==> config.mk <==
export PLATFORM = sky130hd
export DESIGN_NAME = uart_rx_os16
export DESIGN_NICKNAME = d
export VERILOG_FILES = /design/src/rtl/uart_rx_os16.sv
export SDC_FILE = /design/constraint.sdc
export NUM_CORES = 1
export LEC_CHECK = 0
export CAP_MARGIN = 5
export CORE_MARGIN = 8
export CORE_UTILIZATION = 45
export DETAILED_ROUTE_END_ITERATION = 8
export PLACE_DENSITY = 0.68
export RECOVER_POWER = 50
export SYNTH_ARGS = -nofsm -noshare
export SYNTH_HDL_FRONTEND = slang
export SYNTH_SLANG_ARGS = --single-unit
==> constraint.sdc <==
create_clock -name clk -period 1.8 [get_ports clk]
set_input_delay 0.27 -clock clk [delete_from_list [all_inputs] [get_ports clk]]
set_output_delay 0.27 -clock clk [all_outputs]
set_load 0.005 [all_outputs]
==> src/rtl/uart_rx_os16.sv <==
// uart_rx_os16
// UART receiver driven by a 16x oversampling tick. The rx line is
// synchronized, the start bit is confirmed at its centre, and data, optional
// parity and the stop bit(s) are sampled at bit centres. Each completed
// frame is offered on a valid/ready output together with parity and framing
// status; a frame that completes while the previous one is still unread is
// dropped and reported on the overrun pulse.
//
// Ports:
//   clk        system clock
//   reset_n    asynchronous active-low reset
//   tick       one-clk pulse at 16x baud; counters advance only on ticks
//   rx         asynchronous serial input, idle high
//   rx_data    received data, LSB = first bit on the line
//   rx_valid   rx_data and error flags are valid
//   rx_ready   consumer accepts the presented frame
//   parity_err parity mismatch for the presented frame
//   frame_err  a sampled stop bit was 0 for the presented frame
//   overrun    one-cycle pulse when a completed frame was discarded
//   busy       receiver is not idle
module uart_rx_os16 #(
  parameter int DATA_BITS  = 8,
  parameter int PARITY_EN  = 0,
  parameter int PARITY_ODD = 0,
  parameter int STOP_BITS  = 1
) (
  input  logic                 clk,
  input  logic                 reset_n,
  input  logic                 tick,
  input  logic                 rx,
  output logic [DATA_BITS-1:0] rx_data,
  output logic                 rx_valid,
  input  logic                 rx_ready,
  output logic                 parity_err,
  output logic                 frame_err,
  output logic                 overrun,
  output logic                 busy
);

  typedef enum logic [2:0] {
    IDLE      = 3'd0,
    START     = 3'd1,
    DATA      = 3'd2,
    PARITY    = 3'd3,
    STOP      = 3'd4,
    WAIT_HIGH = 3'd5
  } state_t;

  state_t               state_reg, state_next;
  logic [3:0]           tcnt_reg, tcnt_next;
  logic [2:0]           bcnt_reg, bcnt_next;
  logic [DATA_BITS-1:0] shreg_reg, shreg_next;
  logic                 perr_reg, perr_next;
  logic                 ferr_reg, ferr_next;
  logic                 frame_done;
  logic                 sync1_reg, rxs;

  // Two-flop synchronizer; both stages reset to the idle (high) level so
  // reset release never looks like a start bit.
  always_ff @(posedge clk or negedge reset_n) begin
    if (!reset_n) begin
      sync1_reg <= 1'b1;
      rxs       <= 1'b1;
    end else begin
      sync1_reg <= rx;
      rxs       <= sync1_reg;
    end
  end

  always_ff @(posedge clk or negedge reset_n) begin
    if (!reset_n) begin
      state_reg <= IDLE;
      tcnt_reg  <= '0;
      bcnt_reg  <= '0;
      shreg_reg <= '0;
      perr_reg  <= 1'b0;
      ferr_reg  <= 1'b0;
    end else begin
      state_reg <= state_next;
      tcnt_reg  <= tcnt_next;
      bcnt_reg  <= bcnt_next;
      shreg_reg <= shreg_next;
      perr_reg  <= perr_next;
      ferr_reg  <= ferr_next;
    end
  end

  always_comb begin
    state_next = state_reg;
    tcnt_next  = tcnt_reg;
    bcnt_next  = bcnt_reg;
    shreg_next = shreg_reg;
    perr_next  = perr_reg;
    ferr_next  = ferr_reg;
    frame_done = 1'b0;

    case (state_reg)
      IDLE: begin
        // Level-based start detection, evaluated every clk.
        if (!rxs) begin
          state_next = START;
          tcnt_next  = '0;
        end
      end

      START: begin
        if (tick) begin
          if (tcnt_reg == 4'd7) begin
            if (!rxs) begin
              state_next = DATA;
              tcnt_next  = '0;
              bcnt_next  = '0;
              perr_next  = 1'b0;
              ferr_next  = 1'b0;
            end else begin
              // Line went back high before mid-bit: treat as a glitch.
              state_next = IDLE;
            end
          end else begin
            tcnt_next = tcnt_reg + 4'd1;
          end
        end
      end

      DATA: begin
        if (tick) begin
          if (tcnt_reg == 4'd15) begin
            shreg_next = {rxs, shreg_reg[DATA_BITS-1:1]};
            tcnt_next  = '0;
            if (bcnt_reg == 3'(DATA_BITS - 1)) begin
              bcnt_next  = '0;
              state_next = (PARITY_EN != 0) ? PARITY : STOP;
            end else begin
              bcnt_next = bcnt_reg + 3'd1;
            end
          end else begin
            tcnt_next = tcnt_reg + 4'd1;
          end
        end
      end

      PARITY: begin
        if (tick) begin
          if (tcnt_reg == 4'd15) begin
            perr_next  = (^shreg_reg) ^ rxs ^ (PARITY_ODD != 0);
            tcnt_next  = '0;
            bcnt_next  = '0;
            state_next = STOP;
          end else begin
            tcnt_next = tcnt_reg + 4'd1;
          end
        end
      end

      STOP: begin
        if (tick) begin
          if (tcnt_reg == 4'd15) begin
            ferr_next = ferr_reg | ~rxs;
            tcnt_next = '0;
            if (bcnt_reg == 3'(STOP_BITS - 1)) begin
              // Frame completes at the last stop-bit centre; the rest of
              // the stop time is not waited out so a following start edge
              // is caught immediately.
              frame_done = 1'b1;
              bcnt_next  = '0;
              state_next = (ferr_reg | ~rxs) ? WAIT_HIGH : IDLE;
            end else begin
              bcnt_next = bcnt_reg + 3'd1;
            end
          end else begin
            tcnt_next = tcnt_reg + 4'd1;
          end
        end
      end

      WAIT_HIGH: begin
        // A break (line held low) must not re-trigger start detection.
        if (rxs) begin
          state_next = IDLE;
        end
      end

      default: begin
        state_next = IDLE;
      end
    endcase
  end

  assign busy = (state_reg != IDLE);

  // Output holding register. A completed frame is loaded when the register
  // is empty or is being read in the same cycle; otherwise it is dropped.
  always_ff @(posedge clk or negedge reset_n) begin
    if (!reset_n) begin
      rx_data    <= '0;
      rx_valid   <= 1'b0;
      parity_err <= 1'b0;
      frame_err  <= 1'b0;
      overrun    <= 1'b0;
    end else begin
      overrun <= 1'b0;
      if (frame_done) begin
        if (!rx_valid || rx_ready) begin
          rx_data    <= shreg_reg;
          parity_err <= perr_reg;
          frame_err  <= ferr_next;
          rx_valid   <= 1'b1;
        end else begin
          overrun <= 1'b1;
        end
      end else if (rx_valid && rx_ready) begin
        rx_valid <= 1'b0;
      end
    end
  end

endmodule
Word-level counts from Yosys, hierarchy flattened
Cells that the tools add are included.
Word-level totals
  bits of input ports: 5
  register bits after elaboration: 34
Cells by class
  equality and inequality tests: 23
  reduce and logical (&&, ||, !) cells: 19
  $add $sub $neg: 2
  bitwise operators: 3
  muxes and demuxes: 54
Operators with widths (number)
  $mux 3: 24
  $ne 2x2->1 const B: 13
  $mux 4: 5
  $mux 1: 19
  $pmux 3 s6: 1
  $pmux 3 s4: 1
  $pmux 4 s3: 1
  $reduce_and 12->1: 1
  $reduce_and 10->1: 1
  $eq 3x3->1 const B: 3
  $reduce_xor 8->1: 1
  $eq 3x2->1 const B: 2
  $logic_not 3->1: 2
  $reduce_and 3->1: 2
  $reduce_and 6->1: 1
  $reduce_bool 3->1: 2
  $add 4x1->4 const B: 1
  $eq 4x3->1 const B: 1
  $eq 4x4->1 const B: 1
  $ne 2x1->1 const B: 2
  $pmux 1 s2: 2
  $reduce_and 2->1: 2
  $reduce_bool 2->1: 2
  $reduce_bool 4->1: 1
  other kinds (10): 10

Logic depth before layout (Yosys ltp)
Gate-level depths: netlist (run 1).
  depth in word-level cells: 7
  mapped depth: 7
  depth with buffers taken out: 7

Worst setup path after synthesis (run 1)
No wires, ideal clock.
  kind: register to register
  from: register tcnt_reg[0]
  to: register frame_err
  library setup time: 0.128 ns
  path slack: -0.158 ns
  clock period less this slack: 1.958 ns
  required time: 1.672 ns
  cell stages (with the launch flop): 8
  arrival: 1.831 ns
  cells stage by stage: dfrtp_1 ha_1 nand3_1 or3_1 nand2b_1 nand2b_1 buf_2 mux2_1
Between the ends
  longest elaborated chain between the ends: 5
  elaborated cells on any way between the ends: 11
RTL lines
  start: declaration: line 50  | logic [3:0] tcnt_reg, tcnt_next;
  start signal: assignment: line 80  | tcnt_reg <= tcnt_next;
  $eq 4x4->1: line 157  | if (tcnt_reg == 4'd15) begin
  $mux 1: line 157
  $mux 1: line 156  | if (tick) begin
  $mux 1: line 97  | case (state_reg)
  $reduce_and 2->1 (no line)
  end signal: assignment: line 206  | frame_err <= ferr_next;
  end: declaration: line 35  | output logic frame_err,
Parallel ways exist; a longest one is shown, timed or not.
A chain may end at the register's enable or synchronous reset.

Worst setup path in the final report (run 1)
  from: register bcnt_reg[1]
  to: register state_reg[0]
Between the ends
  longest elaborated chain between the ends: 3
  elaborated cells on any way between the ends: 5
RTL lines
  start: declaration: line 51  | logic [2:0] bcnt_reg, bcnt_next;
  start signal: assignment: line 81  | bcnt_reg <= bcnt_next;
  $eq 3x3->1 / $logic_not 3->1 (equally long branches): line 130, 160
  $ne 2x2->1 (no line)
  $reduce_and 12->1 (no line) (*)
  end signal: assignment: line 79  | state_reg <= state_next;
  end: declaration: line 49  | state_t state_reg, state_next;
Mark *: on every way between the ends. The rest lies on a longest branch, timed or not.

==> summary.txt, run 1 <==
Run status
  – Status: finished, violations left
  – Failing checks: setup timing

STA
  – Min Clock Period, post-route: 1901 ps
  – RSZ-0062 raised after global routing: yes
  – Max_slew headroom: 45.35%
  – Final Skew: 2.511 ps
  – Sum Neg Setup Slack: -147.1 ps
  – Max frequency: 526.1 MHz
  – Worst Tran Pin Value: 819.8 ps
  – Fin. Hold Viols: 0
  – Final period util: 105.6%
  – Worst setup margin: -100.7 ps
  – Setup violators final: 3
  – Final Max Tran Viols: 0

Floorplanning
  – Width of the die: 78.53 µm
  – Die Y: 78.53 µm
  – Initial Utilization: 47.34%
  – DIE AREA: 6166 µm²
  – CORE AREA: 3716 µm²
  – Row count: 22
  – Count of boundary I/O pins: 18

Power and ir drop
  – Max rail drop VDD: 0.7720 mV
  – Power per cell area: 1294 nW/µm²
  – Lkg Pwr: 1.175 nW

Place
  – Routability cong.: 0.8663
  – Buffers added on ports: 17
  – Placed insts: 243
  – Dpl cell area: 2150 µm²
  – Dpl hpwl: 2737 µm
  – Pre-CTS setup slack: -343.2 ps

Routing
  – Vias: 1,381
  – Routed WL: 4139 µm
  – Drt drc: 0
  – First drt pass iteration count: 4
  – Iteration-0 DRC Markers: 68
  – Wire length per cell: 15.98 µm
  – Routed Antenna Nets: 0
  – DR vias/cell: 5.332

Cells and area
  – Post-route cell area: 2424 µm²
  – Diode count: 0
  – Util after Layout: 65.22%
  – Fin cells: 259
  – Area Growth Syn to Fin: 37.77%
  – Share of cells above drive strength 1: 37.91%
  – # fillers: 275
  – Final #Nets: 220

Synthesis
  – Area share of the largest cell type after synthesis: 45.52%
  – Synth Flop Type: dfrtp_1
  – #FFs+latches synth: 34
  – Ys Warns: 0
  – Number of synthesized flops with an enable pin: 0
  – Top post-synthesis cells by count: dfrtp_1 (32), nand2_1 (16), mux2_1 (11)
  – Post-synth ARST share: 100.0%
  – Post-Synthesis Net Count: 171
  – Synth Cell Area: 1759 µm²
  – Most frequent cell after synthesis: dfrtp_1
  – Mean Syn Cell Area: 10.86 µm²
  – Ranking of synthesized cells by area: dfrtp_1 (46%), mux2_1 (7.0%), mux2_2 (4.5%)
  – Register area share after synthesis: 48.51%
  – Post-Synthesis Cells: 162
  – Synth cell types: 49
  – Cell taking the most area after synthesis: dfrtp_1

Critical path
  – Crit-path cells: inv_1 > ha_2 > nor2b_4 > o22ai_2 > a222oi_1 > mux2_1 > nand2_1
  – Startpoint Class: register
  – Slowest cell on the critical path: a222oi_1
  – Top delay family on crit path: compound AO/OA/AOI/OAI gates
  – Crit path max fanout: 3
  – Worst path buffer plus inverter count: 1
  – Slowest stage delay, CP: 450 ps
  – CP Data Required Time: 2010 ps
  – CP endpoint kind: register
  – Critical Setup Path Class: register to register
  – CP arrival: 2120 ps

GRT
  – Pin count of the biggest net entering global routing: 35
  – Number of global-route vias before repair: 1,352
  – GRT Util Overall: 12.96%
  – First-pass GRT wire length: 6479 µm
  – Initial antenna violation count: 0
  – Gr ovfl total: 0

Min path
  – HP Class: register to register

Clock network
  – TritonCTS buffer count: 5
  – Clk slew on worst S/H paths: 60 ps
  – Max Root-Sink Buffers: 2
  – H-tree levels: 2
  – CTS tree: done
  – # clock sinks: 34
  – Clk Latency, worst-skew pair: 280 ps
  – Root buffer cell: clkbuf_8

Run
  – Max-cap viol count: 0
[repair_timing]
| action | 4_1_cts | 5_1_grt |
|---|---|---|
| hold buffers | 0 | 0 |
| pin swaps | 1 | 4 |
| buffers inserted | 2 | 6 |
| endpoints found under the setup margin | 22 | 22 |
| gates cloned | 1 | 0 |
| resized for setup | 7 | 20 |
[power breakdown]
part	internal [mW]	total [mW]	switching [mW]
combinational	0.754	1.45	0.697
clock	0.443	0.707	0.264
sequential	0.882	0.977	0.0952
[cell type report]
type	instances	area (µm²)	area share [%]
well taps	48	60.06	2.478
repair buffers	47	405.4	16.73
flip-flops and latches	34	853.3	35.21
clock inverters	1	30.03	1.239
inverters	8	30.03	1.239
multi-input cells	115	962.2	39.70
clock buffers	6	82.58	3.407
[stage by stage]
stage / power, mW / hold WS, ps
after floorplan: 1.717 / -25.59
after detailed placement: 2.201 / 351.6
after global routing: 3.309 / 363.6
after CTS: 2.964 / 361.4
final: 3.135 / 359.7
after global placement: 2.152 / 349.4
[cell usage in the layout (no fill, tap or decap), types with 2 or more instances in the layout]
cell type,count
a21o_1,2
a21oi_1,6
a22o_2,2
buf_4,26
buf_6,3
clkbuf_8,6
clkdlybuf4s50_1,13
dfrtp_1,32
dfstp_2,2
dlygate4sd3_1,2
ha_1,2
inv_1,6
inv_2,2
mux2_2,7
mux2_4,10
nand2_1,16
nand2b_1,2
nand2b_2,2
nand2b_4,3
nor2_1,4
o21ai_0,9
o21ai_1,4
o31ai_1,2
or3_1,3
xnor2_1,8
[per-layer routing]
metal / vias to the layer above / wire, µm / global-route usage (%) / share of wire, %
li1: 669 / - / - / -
met1: 668 / 1846 / 16.51 / 45
met2: 39 / 2002 / 20.46 / 48
met3: 5 / 235 / 3.759 / 5.7
met4: 0 / 55 / 4.444 / 1.3
met5: - / 0 / 0 / 0
[cells by family after synthesis]
logic type               count (synthesis)  synth area share, %
AO/OA/AOI/OAI                           38                14.51
multiplexers                            19                12.09
flip-flops                              34                48.51
adder cells (fa/ha/maj)                  5                3.414
XOR/XNOR                                 8                3.983
buffers and inverters                   14                3.840
AND/OR/NAND/NOR                         44                13.66
[worst paths after layout]
kind	slack, ps	to	startpoint	cells past startpoint
max in group asynchronous	680	state_reg[1]$_DFFE_PN0P_	reset_n	2
min in group asynchronous	610	tcnt_reg[1]$_DFFE_PN0P_	reset_n	2
worst max-delay path	-100	state_reg[0]$_DFFE_PN0P_	bcnt_reg[1]$_DFFE_PN0P_	7
worst max register to register	-100	state_reg[0]$_DFFE_PN0P_	bcnt_reg[1]$_DFFE_PN0P_	7
worst min-delay path	360	rxs$_DFF_PN1_	sync1_reg$_DFF_PN1_	0
worst min register to register	360	rxs$_DFF_PN1_	sync1_reg$_DFF_PN1_	0
Note: power is estimated with default switching activity, not from simulation.
==> inputs of run 2 (changes only) <==
--- a/config.mk
+++ b/config.mk
@@ -9,7 +9,7 @@
 export CORE_MARGIN = 8
 export CORE_UTILIZATION = 45
 export DETAILED_ROUTE_END_ITERATION = 8
-export PLACE_DENSITY = 0.68
+export PLACE_DENSITY = 0.77
 export RECOVER_POWER = 50
 export SYNTH_ARGS = -nofsm -noshare
 export SYNTH_HDL_FRONTEND = slang
==> run 2 against run 1 <==
The run still ends with setup timing left. Design area rose by 2.2%. Largest cell class unchanged. Fmax rose by 1.6%. Total power rose by 5.4%. Via count rose by 5.8%. Non-clock buffer count did not move. Clock skew rose by 2.4 ps.
==> summary.txt, run 2 (synthesized netlist as in run 1, its figures left out) <==
Routing
  – DR vias/cell: 5.619
  – Wire length per cell: 17.75 µm
  – M1 WL: 1810 µm
  – Metal3 WL: 222 µm
  – Drt drc: 0
  – Top Layer Used: met4
  – Iteration-0 DRC Markers: 106
  – Met2 WL: 2443 µm
  – First drt pass iteration count: 4
  – Routed WL: 4615 µm
  – Routed Antenna Nets: 0
  – Vias: 1,461

Clock network
  – CTS tree: done
  – TritonCTS buffer count: 5
  – Root buffer cell: clkbuf_8
  – Max Root-Sink Buffers: 2
  – Clk Latency, worst-skew pair: 290 ps
  – H-tree levels: 2
  – # clock sinks: 34
  – Clk slew on worst S/H paths: 70 ps

STA
  – Fin. Hold Viols: 0
  – Final Max Tran Viols: 0
  – Setup violators final: 8
  – Final period util: 104.0%
  – Max frequency: 534.3 MHz
  – Min Clock Period, post-route: 1871 ps
  – Worst Tran Pin Value: 805.8 ps
  – Final Skew: 4.922 ps
  – RSZ-0062 raised after global routing: yes
  – Max_slew headroom: 46.28%
  – Sum Neg Setup Slack: -116.3 ps
  – Worst setup margin: -71.49 ps

Critical path
  – Critical Setup Path Class: register to register
  – CP endpoint kind: register
  – Slowest cell on the critical path: dfrtp_2
  – Startpoint Class: register
  – Crit-path cells: or3_1 > a21o_1 > a222oi_1 > buf_4 > mux2_4 > nand2_1
  – Slowest stage delay, CP: 450 ps
  – CP arrival: 2100 ps
  – Crit path max fanout: 5
  – CP Data Required Time: 2030 ps

Place
  – Buffers added on ports: 17
  – Dpl cell area: 2157 µm²
  – Pre-CTS setup slack: -309.6 ps
  – Routability cong.: 0.9364
  – Dpl hpwl: 2834 µm

Floorplanning
  – Die Y: 78.53 µm
  – CORE AREA: 3716 µm²
  – Width of the die: 78.53 µm
  – Initial Utilization: 47.34%
  – Row count: 22
  – Count of boundary I/O pins: 18
  – DIE AREA: 6166 µm²

Power and ir drop
  – Power per cell area: 1334 nW/µm²
  – Lkg Pwr: 1.195 nW
  – Max rail drop VDD: 0.7948 mV

Run status
  – Failing checks: setup timing
  – Status: finished, violations left

Cells and area
  – Share of cells above drive strength 1: 41.51%
  – Area Growth Syn to Fin: 40.83%
  – Most frequent cells in the layout: dfrtp_1 (31), buf_4 (25), nand2_1 (16), clkdlybuf4s50_1 (14), mux2_4 (11)
  – Reg area: 854.6 µm²
  – Util after Layout: 66.67%
  – Final #Nets: 220
  – # fillers: 303
  – Most common cell after layout, fill and taps aside: dfrtp_1
  – Diode count: 0
  – Multi-input gate area: 1016 µm²
  – Post-route cell area: 2477 µm²

Run
  – Max-cap viol count: 0

GRT
  – Pin count of the biggest net entering global routing: 35
  – Gr ovfl total: 0
  – Number of global-route vias before repair: 1,514
  – GRT Util Overall: 13.74%
  – Initial antenna violation count: 0
  – First-pass GRT wire length: 6879 µm

Min path
  – HP Class: register to register
run 2: changes by cell type in the layout (fill, tap and decap cells not counted), moves of 2 or more:
cell,delta
nand2b_2,-2
or3_4,+2
nand2b_4,+3
or3_1,-2
run 2: stage by stage:
stage | instances | hold WS, ps | total power, mW
6_report | 260 | 359.7 | 3.304
5_1_grt | 260 | 364.5 | 3.477
4_1_cts | 256 | 358.4 | 3.030
3_5_place_dp | 244 | 349.0 | 2.216
3_3_place_gp | 244 | 347.9 | 2.154
2_1_floorplan | 162 | -25.59 | 1.717
run 2: cell type report:
cell class                      instances  area share [%]
Multi-Input combinational cell        115           41.01
Clock buffer                            7           3.485
Tap cell                               48           2.424
Inverter                                8           1.212
Clock inverter                          1           1.212
Sequential cell                        34           34.49
Timing Repair Buffer                   47           16.16
run 2: worst max-delay path, delay by kind of cell, from the launching register on:
kind	cells	cell delay, ps
compound gates	2	470
simple gates	2	400
mux	1	300
flops	1	450
buf+inv	1	190
run 2: worst paths after layout:
check / start / cells past startpoint / slack (ps) / to
min in group asynchronous: reset_n / 2 / 590 / tcnt_reg[3]$_DFFE_PN0P_
min: sync1_reg$_DFF_PN1_ / 0 / 360 / rxs$_DFF_PN1_
max in group asynchronous: reset_n / 2 / 660 / state_reg[1]$_DFFE_PN0P_
max: state_reg[1]$_DFFE_PN0P_ / 6 / -70 / state_reg[0]$_DFFE_PN0P_
max reg2reg: state_reg[1]$_DFFE_PN0P_ / 6 / -70 / state_reg[0]$_DFFE_PN0P_
min reg2reg: sync1_reg$_DFF_PN1_ / 0 / 360 / rxs$_DFF_PN1_
run 2: metal layers:
layer  global-route usage (%)  up-vias
met1                    14.65      724
met5                        0        -
met2                    24.44       56
met3                    4.328       18
met4                    5.741        0
li1                         -      663
run 2: report_power, final:
| part | internal [mW] | leakage, nW | switching [mW] |
|---|---|---|---|
| sequential | 0.882 | 0.450 | 0.117 |
| combinational | 0.811 | 0.686 | 0.766 |
| clock | 0.451 | 0.0585 | 0.277 |
| total | 2.14 | 1.19 | 1.16 |
run 2: repair_timing:
action                                  in CTS  in global routing
hold buffers                                 0                  0
gates cloned                                 1                  1
pin swaps                                    4                  7
endpoints found under the setup margin      24                 25
setup buffers                                3                  3
gates resized for setup                     10                 28
==> inputs of run 3 (changes only) <==
--- a/config.mk
+++ b/config.mk
@@ -6,9 +6,10 @@
 export NUM_CORES = 1
 export LEC_CHECK = 0
 export CAP_MARGIN = 5
-export CORE_MARGIN = 8
+export CORE_MARGIN = 1
 export CORE_UTILIZATION = 45
 export DETAILED_ROUTE_END_ITERATION = 8
+export HOLD_SLACK_MARGIN = 0.05
 export PLACE_DENSITY = 0.77
 export RECOVER_POWER = 50
 export SYNTH_ARGS = -nofsm -noshare
==> run 3 against run 2 <==
The run still ends with setup timing left. Clock power fell by 20%. Critical path depth is 1 higher. Non-clock buffer count shrank 2. Total power shrank 5.6%. First-iteration DRC count decreased by 35%. Highest routed layer unchanged. Worst setup slack lost 14 ps. Cell count down 0.77%. Fmax shrank 0.75%. Worst hold slack worse by 3.4 ps. Combinational power about the same.
==> summary.txt, run 3 (synthesized netlist as in run 1, its figures left out) <==
Run status
  – Status: finished, violations left
  – Failing checks: setup timing

Clock network
  – TritonCTS buffer count: 5
  – Clk slew on worst S/H paths: 70 ps
  – CTS tree: done
  – # hold bufs at CTS: 0
  – Max Root-Sink Buffers: 2
  – Root buffer cell: clkbuf_8
  – Clk Latency, worst-skew pair: 290 ps
  – H-tree levels: 2
  – # clock sinks: 34

Routing
  – DR vias/cell: 5.341
  – First drt pass iteration count: 5
  – Drt drc: 0
  – Vias: 1,378
  – Routed Antenna Nets: 0
  – Wire length per cell: 15.77 µm
  – Routed WL: 4069 µm
  – Iteration-0 DRC Markers: 69

Cells and area
  – Util after Layout: 65.52%
  – Diode count: 0
  – Most common cell after layout, fill and taps aside: dfrtp_1
  – Final #Nets: 218
  – Area Growth Syn to Fin: 38.41%
  – Share of cells above drive strength 1: 39.52%
  – Post-route cell area: 2435 µm²
  – Most frequent cells in the layout: dfrtp_1 (31), buf_4 (25), nand2_1 (15), clkdlybuf4s50_1 (14), mux2_4 (11)

GRT
  – GRT Util Overall: 20.98%
  – Number of global-route vias before repair: 1,379
  – Gr ovfl total: 0
  – Initial antenna violation count: 0
  – First-pass GRT wire length: 6465 µm
  – Pin count of the biggest net entering global routing: 35

Power and ir drop
  – Total Power: 3.119 mW
  – Clock power frac: 18.6%
  – Combinational share of power: 49.6%
  – Switch share: 35.50%
  – Lkg Pwr: 1.161 nW
  – Cell internal pwr: 2.011 mW
  – NetSw: 1.107 mW
  – Max rail drop VDD: 0.8129 mV
  – Seq pwr share: 31.7%
  – Power per cell area: 1281 nW/µm²

Place
  – Routability cong.: 0.9871
  – Dpl hpwl: 2638 µm
  – Buffers added on ports: 17
  – Dpl cell area: 2150 µm²

STA
  – Min Hold Slack: 356.3 ps
  – Final Max Tran Viols: 0
  – Worst Tran Pin Value: 835.7 ps
  – Worst setup margin: -85.69 ps
  – Max_slew headroom: 44.29%
  – Fin. Hold Viols: 0
  – Setup violators final: 12
  – Sum Neg Setup Slack: -290.1 ps
  – Final period util: 104.8%
  – Min Clock Period, post-route: 1886 ps
  – Max frequency: 530.3 MHz
  – Final Skew: 8.489 ps
  – RSZ-0062 raised after global routing: yes

Critical path
  – Startpoint Class: register
  – Reg-to-Reg Start: state_reg[2]$_DFFE_PN0P_
  – Crit path max fanout: 6
  – Crit path from: state_reg[2]$_DFFE_PN0P_
  – CP endpoint kind: register
  – Critical Setup Path Class: register to register
  – CP arrival: 2120 ps
  – CP Data Required Time: 2030 ps

Floorplanning
  – Count of boundary I/O pins: 18
  – CORE AREA: 3716 µm²
  – Die Y: 64.53 µm
  – Initial Utilization: 47.34%
  – DIE AREA: 4163 µm²
  – Row count: 22
  – Width of the die: 64.53 µm

Run
  – Max-cap viol count: 0

Min path
  – Min-delay src: sync1_reg$_DFF_PN1_
  – HP Class: register to register
-- run 3: cell types whose count changed in the layout (fill, tap and decap cells not counted), sizes merged --
| cell | previous run | this run |
|---|---|---|
| buf | 29 | 27 |
| bufinv | 1 | 0 |
| clkbuf | 8 | 9 |
-- run 3: layer usage --
layer	global-route usage [%]	part of all wire (%)	wire length, µm
met3	5.634	4.2	169
met1	25.88	44	1800
met4	10.83	2.2	90
met2	33.55	49	2008
met5	0	0	0
-- run 3: layout make-up --
| cell class | instances | area [µm²] |
|---|---|---|
| clock buffers | 8 | 90.09 |
| fillers | 274 | 1281 |
| inverters | 8 | 30.03 |
| multi-input cells | 115 | 1016 |
| flip-flops and latches | 34 | 854.6 |
| well taps | 48 | 60.06 |
| repair buffers | 45 | 384.1 |
-- run 3: worst paths after layout --
check | endpoint | slack (ps) | cells past startpoint
max | state_reg[0]$_DFFE_PN0P_ | -90 | 7
min | rxs$_DFF_PN1_ | 360 | 0
max reg2reg | state_reg[0]$_DFFE_PN0P_ | -90 | 7
min reg2reg | rxs$_DFF_PN1_ | 360 | 0
max in group asynchronous | state_reg[1]$_DFFE_PN0P_ | 620 | 2
min in group asynchronous | state_reg[0]$_DFFE_PN0P_ | 600 | 2
-- run 3: repair_timing --
item	in CTS	in global routing
gates cloned	1	0
pin swaps	3	2
setup endpoints to repair	21	17
buffers inserted	3	3
gates resized for setup	16	20
-- run 3: power by group through the flow --
stage | sequential, mW | combinational, mW | clock (mW)
6_report | 0.990 | 1.55 | 0.581
5_1_grt | 1.00 | 1.68 | 0.630
4_1_cts | 0.982 | 1.30 | 0.601
3_5_place_dp | 0.995 | 1.21 | 0
3_3_place_gp | 0.989 | 1.17 | 0
2_1_floorplan | 0.998 | 0.719 | 0
-- run 3: per-stage QoR --
step | setup WS, ps | instances
after floorplan | -63.76 | 162
after global placement | -285.2 | 243
after detailed placement | -331.0 | 243
after CTS | -70.90 | 255
after global routing | -86.66 | 258
final | -85.69 | 258
-- run 3: worst max-delay path, stage by stage, from the launching register on --
cell and delay (ps):
dfrtp_1 410, buf_6 150, and2b_2 190, a22o_2 200, a222oi_1 340, buf_4 190
mux2_4 300, nand2_2 60
